--- config.mk ---
export PLATFORM = sky130hd
export DESIGN_NAME = core_dmem_bridge
export DESIGN_NICKNAME = d
export VERILOG_FILES = /design/src/rtl/core_dmem_bridge_pkg.sv /design/src/rtl/core_dmem_bridge_timer.sv /design/src/rtl/core_dmem_bridge.sv
export SDC_FILE = /design/constraint.sdc
export NUM_CORES = 1
export LEC_CHECK = 0
export ABC_CLOCK_PERIOD_IN_PS = 1700
export CAP_MARGIN = 40
export CELL_PAD_IN_SITES_DETAIL_PLACEMENT = 0
export CELL_PAD_IN_SITES_GLOBAL_PLACEMENT = 2
export CORE_MARGIN = 2
export CORE_UTILIZATION = 20
export CTS_BUF_LIST = sky130_fd_sc_hd__clkbuf_8 sky130_fd_sc_hd__clkbuf_16
export CTS_CLUSTER_SIZE = 16
export DETAILED_ROUTE_END_ITERATION = 16
export HOLD_SLACK_MARGIN = 0.08
export MAX_ROUTING_LAYER = met4
export PLACE_DENSITY_LB_ADDON = 0.1
export SETUP_SLACK_MARGIN = 0.1
export SYNTH_ARGS = -nofsm -noshare
export SYNTH_HDL_FRONTEND = slang
export SYNTH_SLANG_ARGS = --single-unit
--- constraint.sdc ---
create_clock -name g_clk -period 1.7 [get_ports g_clk]
set_input_delay 0.34 -clock g_clk [delete_from_list [all_inputs] [get_ports g_clk]]
set_output_delay 0.34 -clock g_clk [all_outputs]
set_load 0.01 [all_outputs]
--- src/rtl/core_dmem_bridge_pkg.sv ---
// Shared definitions for the LSU-to-memory-bus bridge: default memory widths
// and the bridge FSM state encoding.
package core_dmem_bridge_pkg;

    localparam int CORE_MEM_AW = 64;
    localparam int CORE_MEM_DW = 64;
    localparam int CORE_MEM_SW = CORE_MEM_DW / 8;

    typedef enum logic [2:0] {
        ST_IDLE  = 3'd0,
        ST_REQ   = 3'd1,
        ST_RSP   = 3'd2,
        ST_DONE  = 3'd3,
        ST_DRAIN = 3'd4
    } dmem_state_e;

endpackage

--- src/rtl/core_dmem_bridge_timer.sv ---
// Response timeout counter: counts cycles while active, restarts from zero on
// every new active period, and flags the LIMIT-th active cycle.
module core_dmem_bridge_timer #(
    parameter int LIMIT = 255
) (
    input  logic clk,
    input  logic rst,
    input  logic active,
    output logic expired
);

    localparam int CW = $clog2(LIMIT + 1);

    logic [CW-1:0] cnt_q, cnt_d;

    always_comb begin
        cnt_d = '0;
        if (active) begin
            cnt_d = cnt_q + CW'(1);
        end
    end

    always_ff @(posedge clk) begin
        if (rst) begin
            cnt_q <= '0;
        end else begin
            cnt_q <= cnt_d;
        end
    end

    // cnt_q holds the number of active cycles already completed
    assign expired = active && (cnt_q == CW'(LIMIT - 1));

endmodule

--- src/rtl/core_dmem_bridge.sv ---
// Single-outstanding LSU port to split-transaction (req/gnt + valid/ready) bus bridge.
// Optional response timeout with post-timeout drain: define CORE_DMEM_TIMEOUT_EN.
module core_dmem_bridge
    import core_dmem_bridge_pkg::*;
#(
    parameter int AW             = CORE_MEM_AW,
    parameter int DW             = CORE_MEM_DW,
    parameter int TIMEOUT_CYCLES = 255
) (
    input  logic              g_clk,
    input  logic              g_reset,
    input  logic              dmem_req,
    input  logic [AW-1:0]     dmem_addr,
    input  logic              dmem_wen,
    input  logic [DW/8-1:0]   dmem_strb,
    input  logic [DW-1:0]     dmem_wdata,
    output logic              dmem_gnt,
    output logic              dmem_err,
    output logic [DW-1:0]     dmem_rdata,
    output logic              mem_req,
    output logic [AW-1:0]     mem_addr,
    output logic              mem_wen,
    output logic [DW/8-1:0]   mem_strb,
    output logic [DW-1:0]     mem_wdata,
    input  logic              mem_gnt,
    input  logic              mem_rsp_valid,
    output logic              mem_rsp_ready,
    input  logic              mem_rsp_err,
    input  logic [DW-1:0]     mem_rsp_rdata
);

    localparam int SW = DW / 8;

    if (TIMEOUT_CYCLES < 1) begin : g_bad_timeout
        $error("core_dmem_bridge: TIMEOUT_CYCLES must be at least 1");
    end

    dmem_state_e   state_q, state_d;
    logic [AW-1:0] addr_q,  addr_d;
    logic          wen_q,   wen_d;
    logic [SW-1:0] strb_q,  strb_d;
    logic [DW-1:0] wdata_q, wdata_d;
    logic [DW-1:0] rdata_q, rdata_d;
    logic          err_q,   err_d;

`ifdef CORE_DMEM_TIMEOUT_EN
    logic drain_q, drain_d;
    logic timeout;

    core_dmem_bridge_timer #(
        .LIMIT (TIMEOUT_CYCLES)
    ) u_timer (
        .clk     (g_clk),
        .rst     (g_reset),
        .active  (state_q == ST_RSP),
        .expired (timeout)
    );
`endif

    always_comb begin
        state_d = state_q;
        addr_d  = addr_q;
        wen_d   = wen_q;
        strb_d  = strb_q;
        wdata_d = wdata_q;
        rdata_d = rdata_q;
        err_d   = err_q;
`ifdef CORE_DMEM_TIMEOUT_EN
        drain_d = drain_q;
`endif
        case (state_q)
            ST_IDLE: begin
                if (dmem_req) begin
                    addr_d  = dmem_addr;
                    wen_d   = dmem_wen;
                    strb_d  = dmem_strb;
                    wdata_d = dmem_wdata;
                    state_d = ST_REQ;
                end
            end
            // The bus forbids withdrawing a request, so an LSU flush is ignored here
            ST_REQ: begin
                if (mem_gnt) begin
                    state_d = ST_RSP;
                end
            end
            ST_RSP: begin
                if (mem_rsp_valid) begin
                    if (dmem_req) begin
                        rdata_d = mem_rsp_rdata;
                        err_d   = mem_rsp_err;
                        state_d = ST_DONE;
                    end else begin
                        state_d = ST_IDLE;
                    end
                end
`ifdef CORE_DMEM_TIMEOUT_EN
                else if (timeout) begin
                    drain_d = 1'b1;
                    if (dmem_req) begin
                        rdata_d = '0;
                        err_d   = 1'b1;
                        state_d = ST_DONE;
                    end else begin
                        state_d = ST_DRAIN;
                    end
                end
`endif
            end
            ST_DONE: begin
`ifdef CORE_DMEM_TIMEOUT_EN
                state_d = drain_q ? ST_DRAIN : ST_IDLE;
`else
                state_d = ST_IDLE;
`endif
            end
`ifdef CORE_DMEM_TIMEOUT_EN
            // Swallow the one late response still owed by the bus after a timeout
            ST_DRAIN: begin
                if (mem_rsp_valid) begin
                    drain_d = 1'b0;
                    state_d = ST_IDLE;
                end
            end
`endif
            default: begin
                state_d = ST_IDLE;
            end
        endcase
    end

    always_ff @(posedge g_clk) begin
        if (g_reset) begin
            state_q <= ST_IDLE;
            addr_q  <= '0;
            wen_q   <= 1'b0;
            strb_q  <= '0;
            wdata_q <= '0;
            rdata_q <= '0;
            err_q   <= 1'b0;
`ifdef CORE_DMEM_TIMEOUT_EN
            drain_q <= 1'b0;
`endif
        end else begin
            state_q <= state_d;
            addr_q  <= addr_d;
            wen_q   <= wen_d;
            strb_q  <= strb_d;
            wdata_q <= wdata_d;
            rdata_q <= rdata_d;
            err_q   <= err_d;
`ifdef CORE_DMEM_TIMEOUT_EN
            drain_q <= drain_d;
`endif
        end
    end

    assign dmem_gnt   = (state_q == ST_DONE);
    assign dmem_err   = err_q;
    assign dmem_rdata = rdata_q;
    assign mem_req    = (state_q == ST_REQ);
    assign mem_addr   = addr_q;
    assign mem_wen    = wen_q;
    assign mem_strb   = strb_q;
    assign mem_wdata  = wdata_q;
`ifdef CORE_DMEM_TIMEOUT_EN
    assign mem_rsp_ready = (state_q == ST_RSP) || (state_q == ST_DRAIN);
`else
    assign mem_rsp_ready = (state_q == ST_RSP);
`endif

endmodule
# After elaboration in Yosys (flattened, before gate mapping)
# Index checks and enable logic that the tools add are counted.
dict set report word_totals {
  regBits 205
  latch_bits 0
  ramBits 0
  romBits 0
  inputBits 207
  output_inout_bits 205
  word_cells 22
  memories 0
}
dict set report classes {
  addsub 0
  mul 0
  div 0
  order_cmp 0
  eq_ne 6
  shift 0
  n_mux 5
  bitwise_logic 0
  n_reduce_logical 4
}
# cell count
set op_table {}
lappend op_table {{two-way mux 3 bit} 3}
lappend op_table {{one-hot mux 3 bit (3 select lines)} 1}
lappend op_table {{== test 3 x 2 -> 1 bit (second input constant)} 2}
lappend op_table {{AND reduction 3 bit} 2}
lappend op_table {{!= test 2 bit (second input constant)} 2}
lappend op_table {{== test 3 x 1 -> 1 bit (second input constant)} 1}
lappend op_table {{zero test 3 bit} 1}
lappend op_table {{two-way mux 2 bit} 1}
lappend op_table {{!= test 2 x 1 -> 1 bit (second input constant)} 1}
lappend op_table {{AND reduction 2 bit} 1}

# Longest topological paths before layout
dict set report logic_depth {
  depth_word 3
  ltp_mapped 6
  ltp_nobuf 3
}

# Least setup slack after synthesis
# Ideal clock, no wire load.
dict set report synth_timing {
  kind {input to register}
  start {input port g_reset}
  end {register wdata_q[29], in the netlist mem_wdata[29]}
  setup_time_ns 0.144
  t_arrival_ns 1.191
  required_ns 1.556
  slack_ns 0.365
  cell_stages 4
  path_buffers 3
  path_cell_list {buf_2 -> clkbuf_1 -> clkbuf_1 -> a21oi_1}
}
# element line_no
set synth_lines {}
lappend synth_lines {{start: declaration} core_dmem_bridge.sv:11} ;# input logic g_reset,
lappend synth_lines {{end signal: assignment} core_dmem_bridge.sv:149} ;# wdata_q <= wdata_d;
lappend synth_lines {{end: declaration} core_dmem_bridge.sv:42} ;# logic [DW-1:0] wdata_q, wdata_d;
# No word-level cell between the ends.

# Worst setup path in the final report
dict set report layout_timing {
  start {register state_q[1]}
  end {output port mem_rsp_ready}
}
dict set report layout_via {
  elab_chain_len 1
}
# element line_no
set layout_lines {}
lappend layout_lines {{start: declaration} core_dmem_bridge.sv:38} ;# dmem_state_e state_q, state_d;
lappend layout_lines {{start signal: assignment} core_dmem_bridge.sv:145} ;# state_q <= state_d;
lappend layout_lines {{== test 3 x 2 -> 1 bit} core_dmem_bridge.sv:169} ;# assign mem_rsp_ready = (state_q == ST_RSP);
lappend layout_lines {{end: declaration} core_dmem_bridge.sv:27} ;# output logic mem_rsp_ready,
# No other way between the ends.

==> results.txt <==
The run finished with clean final reports. After technology mapping, the gate count stands at 893. Library cell with the highest instance count after synthesis: nand2_1. For the final routed database, the setup TNS stands at 0 ns. The tools report the via count of the first global-routing pass as 7285. The number of antenna violations at the first check in global routing is 3, and the sum of net half-perimeters after detailed placement is 21300 um.

After detailed routing, the number of vias per cell comes to 4.08. The worst path arrival time was 1.20 ns. Number of instances in the placed design: 1738. Setup repair after global routing could not meet its margin everywhere. The sequential share of power came out at 0.426.

Synthesis inferred 204 register bits. For this run, the top clock speed supported by timing is 649 MHz. The kind of launch point of the worst setup path was a flop. The multiplexer share of the synthesized area was 0; the transition time at the pin with the least slew margin was 0.349 ns. The cell area that synthesis handed to floorplanning was 0.00741 mm^2. Counting flops with a built-in enable in the synthesized netlist gives 0.

The beginning of the critical path was state_q[1]. Number of max-cap violations: 0. The share of Yosys cell area claimed by the top area cell type works out to 0.551.

The post-CTS clock slew at the launch and capture registers of the worst setup and hold paths is 0.05 ns, and the share of async-settable or async-resettable flops after synthesis is 0. By startpoint and endpoint, the worst setup path is classified as flop to output port. The worst register-to-register path has a setup slack of 0.21 ns. The tools report the number of nets in the finished design as 1506. The detail-routed net length per standard cell was 16.7 um.

For the final hold violation count, the log shows 0. Detailed-routing iteration count for the pre-antenna-repair pass: 4. For the required time of the worst setup path, the log shows 1.36 ns. The worst setup path is captured at an output port. The detailed router's first-iteration violation count is 235.

The leakage power came out at 5.43 nW. In this run the worst hold path is classified as input pin to flop. The later pin in the worst-skew pair is clocked with a latency of 0.53 ns. Power comes to 12.0 mW.

Of all nets on the critical path, the largest fanout is 5. Number of primary I/O pins: 412. The fraction of layout instances using a drive strength above 1 works out to 0.0736. The commonest cells after synthesis are 404 x nand2_1, 204 x dfxtp_1, 183 x a21oi_1, 23 x clkbuf_1, 21 x a21oi_2. The post-synthesis share of cell area spent on xor and xnor gates is 0. The routed layout has 7296 vias. The final clock period utilization by the worst path was 0.906; the shortest clock period the worst path allows after layout was 1.54 ns. The deepest level of the CTS H-tree is 1. The arithmetic-cell share of the synthesized area counting full adders, half adders and majority gates was 0. The launch point of the worst reg-to-reg path is state_q[0]. The first global-routing pass estimated 44600 um of wire. The total routing resource utilization after global routing is 0.154. The switching share of power is 0.259, and the power per unit of standard cell area is 963 mW/mm^2. TritonCTS built the clock tree. The maximum number of pins on one net before global-route repair was 57; the path depth of the worst reg2reg path was 5.

The power dissipated by switching net loads is 3.12 mW, and the post-layout instance count excluding filler cells is 1789. The area growth from synthesis to layout is 68.8%. The count of buffers inserted at the top-level ports came out at 411. Yosys attributes the largest share of cell area to dfxtp_1 55%, nand2_1 20%, a21oi_1 12%, buf_12 3.0%, buf_6 2.9%. Cell type with the largest total area after synthesis: dfxtp_1. No sink is reached through more buffers than the 3 on the longest clock path. The total setup buffers inserted after CTS was 0; the starting density of the core was 0.203. The logs give 0.0365 mm^2 for the area of the placeable core and 0 for the final count of negative-setup-slack endpoints. In this run the worst setup path terminates at mem_rsp_ready. The clock power share is 0.425. Most frequently used flop master after synthesis: dfxtp_1. The Yosys warning count was 0; the horizontal die dimension was 196 um. The endpoint of the most critical register-to-register path was mem_addr[36]. The netlist uses 20 different library cells.

Global routing finished with a remaining overflow of 0. The tools report the final number of max-transition violations as 0. IR analysis of the VDD net gives a maximum drop of 626 uV. Share of synthesized cell area in and, or, nand and nor gates: 0.215. The number of rows in the core area was 70; the total CTS buffers was 27. The compound-cell area share of the yosys netlist was 0.150; the filler cell count was 3967. Largest family of logic cells by synthesized area: simple AND/OR/NAND/NOR gates.

The run gives 0.148 as the relative contribution of combinational cells to total power. The utilization after layout is 0.342. The run gives 0.717 as the final RePlAce weighted congestion. The vertical die dimension is 196 um, and the internal power consumption is 8.93 mW. The number of nets with antenna violations after detailed routing is 0, and the normalized max-slew margin is 0.768. Counting every net in the synthesized netlist gives 1100. The tools report the number of clock sinks as 204. The clock arrives with 0.00756 ns of skew.

For the die footprint, the log shows 0.0386 mm^2. A synthesized cell averages 8.30 um^2. The tools report the sequential fraction of the synthesis area as 0.551. The tree is rooted in a clkbuf_16.

The remaining design rule violation count is 0, and the final wirelength is 29900 um.
cell usage in the layout, fill, tap and decap left out, types with 2 or more instances in the layout:
cell type | synthesis | final
a21oi_2 | 21 | 21
inv_1 | 1 | 18
clkbuf_8 | 0 | 3
buf_6 | 19 | 2
a21oi_1 | 183 | 183
dfxtp_2 | 0 | 2
dfxtp_1 | 204 | 202
dlygate4sd2_1 | 0 | 197
buf_2 | 8 | 2
nand2_1 | 404 | 404
buf_4 | 7 | 18
clkdlybuf4s15_1 | 0 | 4
clkbuf_16 | 0 | 27
buf_12 | 11 | 16
diode_2 | 0 | 3
nand3b_1 | 2 | 2
clkdlybuf4s50_1 | 0 | 205
through the flow:
step	cell area, um^2	hold slack, ns	setup slack, ns
floorplan	7410	0.476	0.365
global placement	12000	0.440	-0.130
global route	12500	0.124	0.0849
CTS	12500	0.112	0.0962
detailed placement	12000	0.445	-0.146
finish	12500	0.140	0.159
sequential cells by signal, indices dropped and copies added, names as in the netlist:
name / flops
dmem_err: 1
dmem_rdata: 64
mem_addr: 64
mem_strb: 8
mem_wdata: 64
mem_wen: 1
state_q: 2
timing repair:
item                       CTS  global route
pin swaps                    0             0
gates resized for setup    217             9
setup endpoints to repair  205             8
hold buffers                 0             0
worst min path at each step:
stage                            start  slack (ns)             to  cells after the start
after floorplan            mem_rsp_err        0.48       dmem_err                      2
after global placement         mem_wen        0.44        mem_wen                      2
after detailed placement  mem_addr[16]        0.45   mem_addr[16]                      2
after CTS                      g_reset        0.11  mem_wdata[60]                      2
after global routing           g_reset        0.12  mem_wdata[21]                      2
final                          g_reset        0.14  mem_wdata[60]                      2
logic make-up (layout without fill, tap and decap cells):
kind of cell / after synthesis / count (layout)
compound gates: 206 / 206
buf+inv: 69 / 494
flops: 204 / 204
other cells: 0 / 3
simple gates: 414 / 414
critical path: stages (launching register included):
cell,delay [ns]
dfxtp_2,0.36
nor2b_4,0.16
buf_2,0.15
per-layer routing:
layer | up-vias | global-route usage | share of wire
met3 | 36 | 0.0534 | 0.085
met5 | - | - | 0
met2 | 248 | 0.245 | 0.46
met1 | 3328 | 0.185 | 0.43
met4 | 0 | 0.0424 | 0.025
li1 | 3684 | - | -
power by group through the flow:
| stage | Clock [mW] | Combinational (mW) | Sequential, mW |
|---|---|---|---|
| after floorplan | 0 | 0.738 | 5.36 |
| final | 5.12 | 1.79 | 5.14 |
| after CTS | 5.38 | 1.83 | 5.14 |
| after global routing | 5.54 | 1.96 | 5.17 |
| after detailed placement | 0 | 1.99 | 5.25 |
| after global placement | 0 | 1.99 | 5.24 |
area by class of cell:
type	count	area, um^2	share of cell area
Tap cell	468	586	0.0468
Multi-Input combinational cell	620	2730	0.218
Clock inverter	18	72.6	0.00580
Clock buffer	30	717	0.0573
Inverter	1	3.75	0.000300
Timing Repair Buffer	445	4310	0.345
Antenna cell	3	7.51	0.000600
Sequential cell	204	4090	0.327
Power figures use the tool's default switching activity.
